**config.mk**
```make
export PLATFORM = sky130hd
export DESIGN_NAME = user_input_field
export DESIGN_NICKNAME = d
export VERILOG_FILES = /design/src/rtl/user_input_pkg.sv /design/src/rtl/ascii_classify.sv /design/src/rtl/user_input_field.sv
export SDC_FILE = /design/constraint.sdc
export NUM_CORES = 1
export LEC_CHECK = 0
export ABC_AREA = 0
export BUFFER_PORTS_ARGS = -buffer_cell sky130_fd_sc_hd__buf_2
export CAP_MARGIN = 10
export CORE_MARGIN = 2
export CORE_UTILIZATION = 35
export DETAILED_ROUTE_END_ITERATION = 12
export HOLD_SLACK_MARGIN = 0.02
export MAX_ROUTING_LAYER = met4
export PLACE_DENSITY = 0.61
export SYNTH_ARGS = -nofsm -noshare
export SYNTH_HDL_FRONTEND = slang
export SYNTH_HIERARCHICAL = 1
export SYNTH_SLANG_ARGS = --single-unit
```
**constraint.sdc**
```tcl
create_clock -name clk -period 6.02 [get_ports clk]
set_input_delay 1.204 -clock clk [delete_from_list [all_inputs] [get_ports clk]]
set_output_delay 1.204 -clock clk [all_outputs]
set_load 0.02 [all_outputs]
```
**src/rtl/user_input_pkg.sv**
```systemverilog
// Shared types and constants for the ATM field collector.
//   field_e  : which field is being typed (account, password, amount, currency)
//   state_e  : collector FSM states
//   ST_*     : status_code values reported to the main ATM state machine
//   ASCII_*  : control characters recognised by the classifier
package user_input_pkg;

  typedef enum logic [1:0] {
    FIELD_ACCT = 2'd0,
    FIELD_PSWD = 2'd1,
    FIELD_AMT  = 2'd2,
    FIELD_CUR  = 2'd3
  } field_e;

  typedef enum logic [1:0] {
    S_IDLE    = 2'd0,
    S_COLLECT = 2'd1,
    S_CONVERT = 2'd2,
    S_DONE    = 2'd3
  } state_e;

  localparam logic [3:0] ST_OK      = 4'd0;
  localparam logic [3:0] ST_BUSY    = 4'd1;
  localparam logic [3:0] ST_BADCHAR = 4'd2;
  localparam logic [3:0] ST_TOOMANY = 4'd3;
  localparam logic [3:0] ST_TOOFEW  = 4'd4;
  localparam logic [3:0] ST_RANGE   = 4'd5;
  localparam logic [3:0] ST_CANCEL  = 4'd6;

  localparam logic [7:0] ASCII_ENTER = 8'h0D;
  localparam logic [7:0] ASCII_BKSP  = 8'h08;
  localparam logic [7:0] ASCII_ESC   = 8'h1B;
  localparam logic [7:0] ASCII_ZERO  = 8'h30;

  // 10^n, used to size-check the binary result at elaboration.
  function automatic longint pow10(input int n);
    longint r;
    r = 1;
    for (int i = 0; i < n; i++) r = r * 10;
    return r;
  endfunction

endpackage

```
**src/rtl/ascii_classify.sv**
```systemverilog
// Combinational decode of one ASCII character.
//   ascii_code_i : typed character
//   is_digit_o   : '0'..'9'; digit_o carries its BCD value
//   is_enter_o / is_bksp_o / is_esc_o : control keys
module ascii_classify
  import user_input_pkg::*;
(
  input  logic [7:0] ascii_code_i,
  output logic       is_digit_o,
  output logic [3:0] digit_o,
  output logic       is_enter_o,
  output logic       is_bksp_o,
  output logic       is_esc_o
);

  assign is_digit_o = (ascii_code_i >= ASCII_ZERO) && (ascii_code_i <= ASCII_ZERO + 8'd9);
  // Low nibble of '0'..'9' is already the BCD digit.
  assign digit_o    = ascii_code_i[3:0];
  assign is_enter_o = (ascii_code_i == ASCII_ENTER);
  assign is_bksp_o  = (ascii_code_i == ASCII_BKSP);
  assign is_esc_o   = (ascii_code_i == ASCII_ESC);

endmodule

```
**src/rtl/user_input_field.sv**
```systemverilog
// Keypad field collector: buffers typed BCD digits with editing, validates
// them against the selected field rule, converts to binary MSD first and
// signals completion with a one-cycle done pulse.
//   clk, rst            : clock, async active-high reset
//   ascii_code/_valid   : character strobe from the keyboard decoder
//   start, field_sel    : begin a new field of the given type
//   busy, done          : collecting/converting, one-cycle completion pulse
//   field_id, value     : latched field type, binary result
//   digit_count         : digits currently buffered
//   status_code         : ST_* code from user_input_pkg
module user_input_field
  import user_input_pkg::*;
#(
  parameter int MAX_DIGITS     = 4,
  parameter int VAL_W          = 16,
  parameter int NUM_CURRENCIES = 3
) (
  input  logic                              clk,
  input  logic                              rst,
  input  logic [7:0]                        ascii_code,
  input  logic                              ascii_valid,
  input  logic                              start,
  input  logic [1:0]                        field_sel,
  output logic                              busy,
  output logic                              done,
  output logic [1:0]                        field_id,
  output logic [VAL_W-1:0]                  value,
  output logic [$clog2(MAX_DIGITS+1)-1:0]   digit_count,
  output logic [3:0]                        status_code
);

  localparam int CW = $clog2(MAX_DIGITS+1);
  localparam int IW = (MAX_DIGITS > 1) ? $clog2(MAX_DIGITS) : 1;

  if (VAL_W < 63) begin : g_chk
    if (pow10(MAX_DIGITS) - 1 > (longint'(1) << VAL_W) - 1) begin : g_bad_width
      $error("VAL_W too narrow for MAX_DIGITS decimal digits");
    end
  end

  state_e                     state_q, state_d;
  field_e                     fid_q, fid_d;
  logic [MAX_DIGITS-1:0][3:0] bcd_q, bcd_d;   // [0] is the least significant digit
  logic [CW-1:0]              cnt_q, cnt_d;
  logic [IW-1:0]              idx_q, idx_d;   // digit being converted, counts down
  logic [VAL_W-1:0]           val_q, val_d;
  logic [3:0]                 stat_q, stat_d;
  logic                       done_q, done_d;

  logic       c_digit_v, c_enter, c_bksp, c_esc;
  logic [3:0] c_digit;
  logic [CW-1:0] lim;
  logic       count_ok, range_ok;

  ascii_classify u_cls (
    .ascii_code_i (ascii_code),
    .is_digit_o   (c_digit_v),
    .digit_o      (c_digit),
    .is_enter_o   (c_enter),
    .is_bksp_o    (c_bksp),
    .is_esc_o     (c_esc)
  );

  assign lim = (fid_q == FIELD_CUR) ? CW'(1) : CW'(MAX_DIGITS);

  always_comb begin
    count_ok = 1'b0;
    case (fid_q)
      FIELD_ACCT, FIELD_PSWD: count_ok = (cnt_q == CW'(MAX_DIGITS));
      FIELD_AMT:              count_ok = (cnt_q != '0);
      default:                count_ok = (cnt_q == CW'(1));
    endcase
  end

  assign range_ok = (fid_q != FIELD_CUR) || (int'(bcd_q[0]) < NUM_CURRENCIES);

  always_comb begin
    state_d = state_q;
    fid_d   = fid_q;
    bcd_d   = bcd_q;
    cnt_d   = cnt_q;
    idx_d   = idx_q;
    val_d   = val_q;
    stat_d  = stat_q;
    done_d  = 1'b0;
    case (state_q)
      S_IDLE, S_COLLECT: begin
        if (start) begin
          // start beats a coincident character strobe
          bcd_d   = '0;
          cnt_d   = '0;
          val_d   = '0;
          fid_d   = field_e'(field_sel);
          stat_d  = ST_BUSY;
          state_d = S_COLLECT;
        end else if (state_q == S_COLLECT && ascii_valid) begin
          if (c_digit_v) begin
            if (cnt_q < lim) begin
              for (int i = MAX_DIGITS-1; i > 0; i--) bcd_d[i] = bcd_q[i-1];
              bcd_d[0] = c_digit;
              cnt_d    = cnt_q + CW'(1);
              stat_d   = ST_BUSY;
            end else begin
              stat_d = ST_TOOMANY;
            end
          end else if (c_bksp) begin
            if (cnt_q != '0) begin
              for (int i = 0; i < MAX_DIGITS-1; i++) bcd_d[i] = bcd_q[i+1];
              bcd_d[MAX_DIGITS-1] = '0;
              cnt_d = cnt_q - CW'(1);
            end
            stat_d = ST_BUSY;
          end else if (c_esc) begin
            val_d   = '0;
            stat_d  = ST_CANCEL;
            state_d = S_DONE;
          end else if (c_enter) begin
            if (!count_ok) begin
              stat_d = ST_TOOFEW;
            end else if (!range_ok) begin
              stat_d = ST_RANGE;
            end else begin
              idx_d   = IW'(cnt_q - CW'(1));
              stat_d  = ST_BUSY;
              state_d = S_CONVERT;
            end
          end else begin
            stat_d = ST_BADCHAR;
          end
        end
      end
      S_CONVERT: begin
        val_d = val_q * VAL_W'(10) + VAL_W'(bcd_q[idx_q]);
        if (idx_q == '0) state_d = S_DONE;
        else             idx_d   = idx_q - IW'(1);
      end
      S_DONE: begin
        // done is registered, so it appears in the cycle after DONE
        done_d  = 1'b1;
        if (stat_q != ST_CANCEL) stat_d = ST_OK;
        state_d = S_IDLE;
      end
      default: state_d = S_IDLE;
    endcase
  end

  always_ff @(posedge clk or posedge rst) begin
    if (rst) begin
      state_q <= S_IDLE;
      fid_q   <= FIELD_ACCT;
      bcd_q   <= '0;
      cnt_q   <= '0;
      idx_q   <= '0;
      val_q   <= '0;
      stat_q  <= ST_OK;
      done_q  <= 1'b0;
    end else begin
      state_q <= state_d;
      fid_q   <= fid_d;
      bcd_q   <= bcd_d;
      cnt_q   <= cnt_d;
      idx_q   <= idx_d;
      val_q   <= val_d;
      stat_q  <= stat_d;
      done_q  <= done_d;
    end
  end

  assign busy        = (state_q == S_COLLECT) || (state_q == S_CONVERT);
  assign done        = done_q;
  assign field_id    = fid_q;
  assign value       = val_q;
  assign digit_count = cnt_q;
  assign status_code = stat_q;

endmodule

```
==> Word-level counts from Yosys, hierarchy flattened <==
Index checks and enable logic that the tools add are counted.
{ "classes": {"addsub": 4, "multipliers": 1, "magnitude_cmp": 5, "n_eq_ne": 32, "muxes": 54, "n_reduce_logical": 21} }
{ "ops": {"columns": ["cell", "count"], "rows": [
  ["$mux W16", 11],
  ["$mux W2", 19],
  ["$mux W4", 8],
  ["$pmux W16 S2", 1],
  ["$mux W3", 9],
  ["$ne A2 B2 Y1 const B", 12],
  ["$add A16 B4 Y16", 1],
  ["$eq A8 B4 Y1 const B", 2],
  ["$mul A16 B3 Y15 const B", 1],
  ["$ne A3 B3 Y1 const B", 4],
  ["$ne A4 B4 Y1 const B", 3],
  ["$reduce_and A10 Y1", 1],
  ["$reduce_and A5 Y1", 2],
  ["$reduce_bool A3 Y1", 3],
  ["$bmux W4 S2", 1],
  ["$eq A2 B2 Y1 const B", 4],
  ["$eq A8 B5 Y1 const B", 1],
  ["$ge A8 B6 Y1 const B", 1],
  ["$le A8 B6 Y1 const B", 1],
  ["$pmux W4 S2", 1],
  ["$reduce_and A7 Y1", 1],
  ["$logic_not A2 Y1", 3],
  ["$pmux W2 S3", 1],
  ["$reduce_bool A2 Y1", 3],
  ["19 further kinds", 23]
]} }
{ "word_totals": {"register_bits": 46, "input_bits": 14, "elab_cells": 128} }

==> Logic depth before layout (Yosys ltp) <==
{ "depth": {"word_depth": 11, "ltp_mapped": 11} }

==> By module <==
The synthesis kept the hierarchy.
{ "modules_own_cells": {"columns": ["module", "instances", "cells_per_inst", "area_per_inst_um2"], "rows": [
  ["user_input_field", 1, 365, 3428.3],
  ["ascii_classify", 1, 14, 106.4]
]} }

==> Worst setup path after synthesis <==
Ideal clock, no wire load.
{ "synth_timing": {"kind": "input-to-reg", "start": "input port ascii_code[7]", "end": "register val_q[15], in the netlist value[15]", "setup_ns": 0.125, "t_arrival_ns": 2.989, "required_ns": 5.895, "setup_slack_ns": 2.906, "stages": 8, "path_cell_list": "or4_4 -> nor4_2 -> nor3_1 -> o31ai_1 -> or2_2 -> and3b_1 -> nand4_1 -> nand3_1"} }
{ "synth_via": {"word_cells_on_any_way": 9} }
{ "synth_rtl": {"columns": ["element", "line", "text"], "rows": [
  ["from (decl)", "user_input_field.sv:20", "input logic [7:0] ascii_code,"],
  ["$eq A8 B4 Y1", "ascii_classify.sv:20", "assign is_bksp_o = (ascii_code_i == ASCII_BKSP);"],
  ["named net c_bksp", "user_input_field.sv:50", "logic c_digit_v, c_enter, c_bksp, c_esc;"],
  ["$ne A3 B3 Y1 (no line)", null, null],
  ["$reduce_and A5 Y1 (no line)", null, null],
  ["to (signal assigned)", "user_input_field.sv:163", "val_q <= val_d;"],
  ["to (decl)", "user_input_field.sv:46", "logic [VAL_W-1:0] val_q, val_d;"]
]} }
The timed path passes the listed nets, and every way through them passes these cells.
A chain may end at the register's enable or synchronous reset.

==> Final worst setup path <==
{ "layout_timing": {"start": "input port ascii_code[1]", "end": "register cnt_q[2], in the netlist digit_count[2]"} }
{ "layout_via": {"elab_chain_cells": 5, "word_cells_on_any_way": 11} }
{ "layout_lines": {"columns": ["element", "line", "text"], "rows": [
  ["$ge A8 B6 Y1 or $le A8 B6 Y1 (tied branches)", "ascii_classify.sv:16", "assign is_digit_o = (ascii_code_i >= ASCII_ZERO) && (ascii_code_i <= ASCII_ZERO + 8'd9);"],
  ["$logic_and A1 B1 Y1 (*)", "ascii_classify.sv:16", null],
  ["named net c_digit_v", "user_input_field.sv:50", null],
  ["$mux W3", "user_input_field.sv:97", "if (c_digit_v) begin"],
  ["$mux W3", "user_input_field.sv:96", "end else if (state_q == S_COLLECT && ascii_valid) begin"],
  ["$mux W3", "user_input_field.sv:88", "if (start) begin"],
  ["to (signal assigned)", "user_input_field.sv:161", "cnt_q <= cnt_d;"],
  ["to (decl)", "user_input_field.sv:44", "logic [CW-1:0] cnt_q, cnt_d;"]
]} }
Mark *: on every way through the listed nets, which the timed path passes. The rest lies on a longest branch. The select of a mux whose other input is x is not followed.

==> implementation parameters <==
Parameter                              Value

Die
  Die footprint ... 0.0109 mm²
  IO Pins ... 41
  Die extent in x ... 104 µm
  Initial core utilization ... 36.2%
  Core region area ... 0.00977 mm²
  Cell Rows ... 36
  Die boundary height ... 104 µm

Clocking
  Clock root buffer ... sky130_fd_sc_hd__clkbuf_8
  Hold-fix buffer count after cts ... 0
  TritonCTS Buffers ... 5
  Buffers inserted during post-CTS setup optimization ... 0
  Clock-pin slew on the worst setup and hold paths ... 90 ps
  Largest buffer count on any clock path ... 2
  CTS tree ... built
  Resize count post-CTS ... 0
  Clock insertion delay at the later pin of the skew report ... 300 ps
  Maximum level of the CTS H-tree ... 2
  Clk sink count ... 45

Worst setup path
  Critical path's largest stage delay ... 890 ps
  Endpoint of the most critical setup path ... digit_count[2]$_DFFE_PP0P_
  Cell-by-cell trace of the critical path ... buf_2 > o21ai_0 > and4_1 > nor2b_1 > o21a_1 > nand2b_1 > buf_4 > nor2_1 > xnor2_1 > a21oi_1
  Worst Reg2Reg Path Length in Cells ... 10
  Critical path startpoint category ... input port
  Endpoint of the worst-slack reg-to-reg timing path ... value[14]$_DFFE_PP0P_
  Startpoint of the worst setup timing path ... ascii_code[1]
  Critical path data required time ... 6190 ps
  Worst-path cell with the longest stage delay ... sky130_fd_sc_hd__and4_1
  Critical path data arrival time ... 3690 ps
  Minimum setup slack among reg-to-reg paths ... 2820 ps
  Worst flop-to-flop path startpoint ... value[1]$_DFFE_PP0P_
  Path type of the worst setup path ... in -> reg
  Capturing element type of the critical path ... register
  Largest fanout on the critical path ... 37

Power and ir drop
  Sequential share of power ... 38.3%
  Sw power ... 447 µW
  Power Internal ... 610 µW
  Design Power ... 1.06 mW
  VDD IR max ... 0.000142 V
  Logic gate share of total power ... 43.4%
  Cell Pwr Density ... 270 mW/mm²
  Leakage power figure ... 1.84 nW
  Relative contribution of the clock network to total power ... 18.4%
  Switching Fraction ... 42.3%

Yosys
  Leading post-synthesis cells by instance count ... 55 x sky130_fd_sc_hd__nand2_1, 45 x sky130_fd_sc_hd__dfrtp_1, 36 x sky130_fd_sc_hd__ha_1
  Share of the yosys chip area belonging to registers ... 31.9%
  Number of standard cells after synthesis ... 379
  Area contributors post-synth ... sky130_fd_sc_hd__dfrtp_1 32%, sky130_fd_sc_hd__ha_1 13%, sky130_fd_sc_hd__nand2_1 5.8%, sky130_fd_sc_hd__mux2i_1 4.2%, sky130_fd_sc_hd__o31ai_1 4.0%
  Proportion of netlist area held by the largest area contributor ... 31.9%
  Most repeated cell in the gate-level netlist after synthesis ... sky130_fd_sc_hd__nand2_1
  Count of different cell masters after synthesis ... 66
  Top FF cell, synth ... sky130_fd_sc_hd__dfrtp_1
  Net Count, Synth ... 431
  Syn avg cell area ... 9.33 µm²
  Proportion of register bits with asynchronous set or reset after synthesis ... 100%
  Total of warnings raised by yosys ... 6
  Largest area contributor in the synthesized netlist ... sky130_fd_sc_hd__dfrtp_1
  Post-synthesis register bit count ... 45
  Number of flops mapped to enable cells by yosys ... 0
  Synthesized area ... 0.00353 mm²

Final layout
  Layout cells sized above 1 ... 17.6%
  Number of diodes added for antenna fixing ... 0
  Post-route standard cell area excluding fillers ... 0.00391 mm²
  Number of nets in the layout ... 461
  Area growth from synthesis to layout ... 10.5%

Global route
  Wire length of the first global-routing pass ... 13.7 mm
  Global routing usage summed across all routing layers ... 15.4%
  Via count of the first global-routing pass ... 2993
  Antenna violations before repair ... 0
  Total gr overflow ... 0
  Maximum number of pins on one net before global-route repair ... 46

Detailed routing
  Post-DR wirelength/cell ... 14.6 µm
  Total length of routed wires ... 7.90 mm
  Starting DRC count in detailed routing ... 123
  Routed via count ... 2916
  Pre-antenna DRT Iters ... 4
  Final routed DRC violation total ... 0
  Via density per instance ... 5.38
  Routed Antenna Nets ... 0

Run status
  Outcome ... finished, final reports clean

Placed design
  Port Buffer Count ... 39
  Global placement routability congestion ... 0.872
  Placed Instance Area ... 0.00382 mm²
  Detailed placer's ending HPWL ... 6.06 mm

Timing
  Total negative setup slack ... 0 ps
  Crit path time final ... 3530 ps
  Achievable Freq ... 0.284 GHz
  Slew at the pin closest to its max-slew limit ... 1000 ps
  Final-report hold violation count ... 0
  Ratio of final minimum period to clock period ... 58.6%
  Relative max-transition margin ... 33.1%
  Number of max-slew violations in the final report ... 0
  Unrepaired setup endpoints after global routing ... no
  Final setup vio count ... 0
  Clock Skew ... 11.8 ps

Hold path
  Type of the most critical hold path ... reg -> reg

Flow run
  Maximum capacitance violations ... 0
-- power groups by stage --
stage          Combinational, mW  Sequential (mW)  Clock [mW]
2_1_floorplan              0.344            0.419           0
3_3_place_gp               0.453            0.409           0
4_1_cts                    0.466            0.405       0.202
5_1_grt                    0.515            0.415       0.213
3_5_place_dp               0.464            0.411           0
6_report                   0.458            0.404       0.194
-- worst min-delay path by stage --
stage / start / end / slack (ps) / depth (start not counted)
after floorplan: bcd_q[12]$_DFFE_PP0P_ / bcd_q[12]$_DFFE_PP0P_ / 470 / 2
after CTS: status_code[0]$_DFFE_PP0P_ / status_code[0]$_DFFE_PP0P_ / 520 / 2
final: status_code[0]$_DFFE_PP0P_ / status_code[0]$_DFFE_PP0P_ / 510 / 2
after detailed placement: status_code[0]$_DFFE_PP0P_ / status_code[0]$_DFFE_PP0P_ / 500 / 2
after global routing: status_code[0]$_DFFE_PP0P_ / status_code[0]$_DFFE_PP0P_ / 550 / 2
after global placement: status_code[1]$_DFFE_PP0P_ / status_code[1]$_DFFE_PP0P_ / 490 / 2
-- final cells by class --
type,count,area [µm²]
clock buffers,6,82.6
clock inverters,1,7.51
fillers,1016,5870
inverters,17,63.8
multi-input cells,299,2250
flip-flops and latches,45,1130
well taps,133,166
repair buffers,41,210
-- critical path: cells and delay by family --
family / cells / cell delay [ps]
AND/OR/NAND/NOR: 4 / 1500
AO/OA/AOI/OAI: 3 / 390
XOR/XNOR: 1 / 150
buffers and inverters: 2 / 440
-- layout by cell type (no fill, tap or decap), types with 5 or more instances in the layout --
master / count
sky130_fd_sc_hd__a21o_1: 6
sky130_fd_sc_hd__a21oi_1: 16
sky130_fd_sc_hd__a31oi_1: 5
sky130_fd_sc_hd__buf_2: 39
sky130_fd_sc_hd__clkbuf_8: 6
sky130_fd_sc_hd__dfrtp_1: 45
sky130_fd_sc_hd__ha_1: 36
sky130_fd_sc_hd__inv_1: 16
sky130_fd_sc_hd__mux2i_1: 15
sky130_fd_sc_hd__nand2_1: 55
sky130_fd_sc_hd__nor2_1: 16
sky130_fd_sc_hd__nor3_1: 9
sky130_fd_sc_hd__o21ai_0: 23
sky130_fd_sc_hd__o31ai_1: 18
sky130_fd_sc_hd__xnor2_1: 10
sky130_fd_sc_hd__xor2_1: 10
-- flip-flops by register name, summed over array words and instances, names as in the netlist --
signal and flops:
done 1, bcd_q 16, status_code 3, idx_q 2, digit_count 3, value 16
state_q 2, field_id 2
-- logic make-up (layout without fill, tap and decap cells) --
kind of cell	after synthesis	after routing	synth area share [%]
flops	45	45	31.9
compound gates	103	103	20.9
other cells	1	1	0.106
mux	22	22	7.75
buf+inv	35	65	4.60
simple gates	115	115	16.0
xor+xnor	20	20	4.96
fa+ha+maj	38	38	13.9
-- layer usage --
layer / wire, µm / part of all wire [%] / vias to the layer above / global-route usage (%)
met5: 0 / 0 / - / -
met4: 133 / 1.7 / 0 / 4.73
met3: 273 / 3.5 / 18 / 2.01
met2: 3740 / 47 / 56 / 25.4
met1: 3740 / 47 / 1399 / 19.7
li1: - / - / 1443 / -
-- through the flow --
stage	utilization, %	hold slack [ps]	setup slack [ps]	std cells
after floorplan	-	466	2910	379
after global placement	39.1	487	2260	535
after detailed placement	39.1	500	2180	535
after CTS	40.0	519	2510	542
after global routing	40.0	546	2310	542
final	40.0	511	2490	542
(Power assumes the default switching activity.)
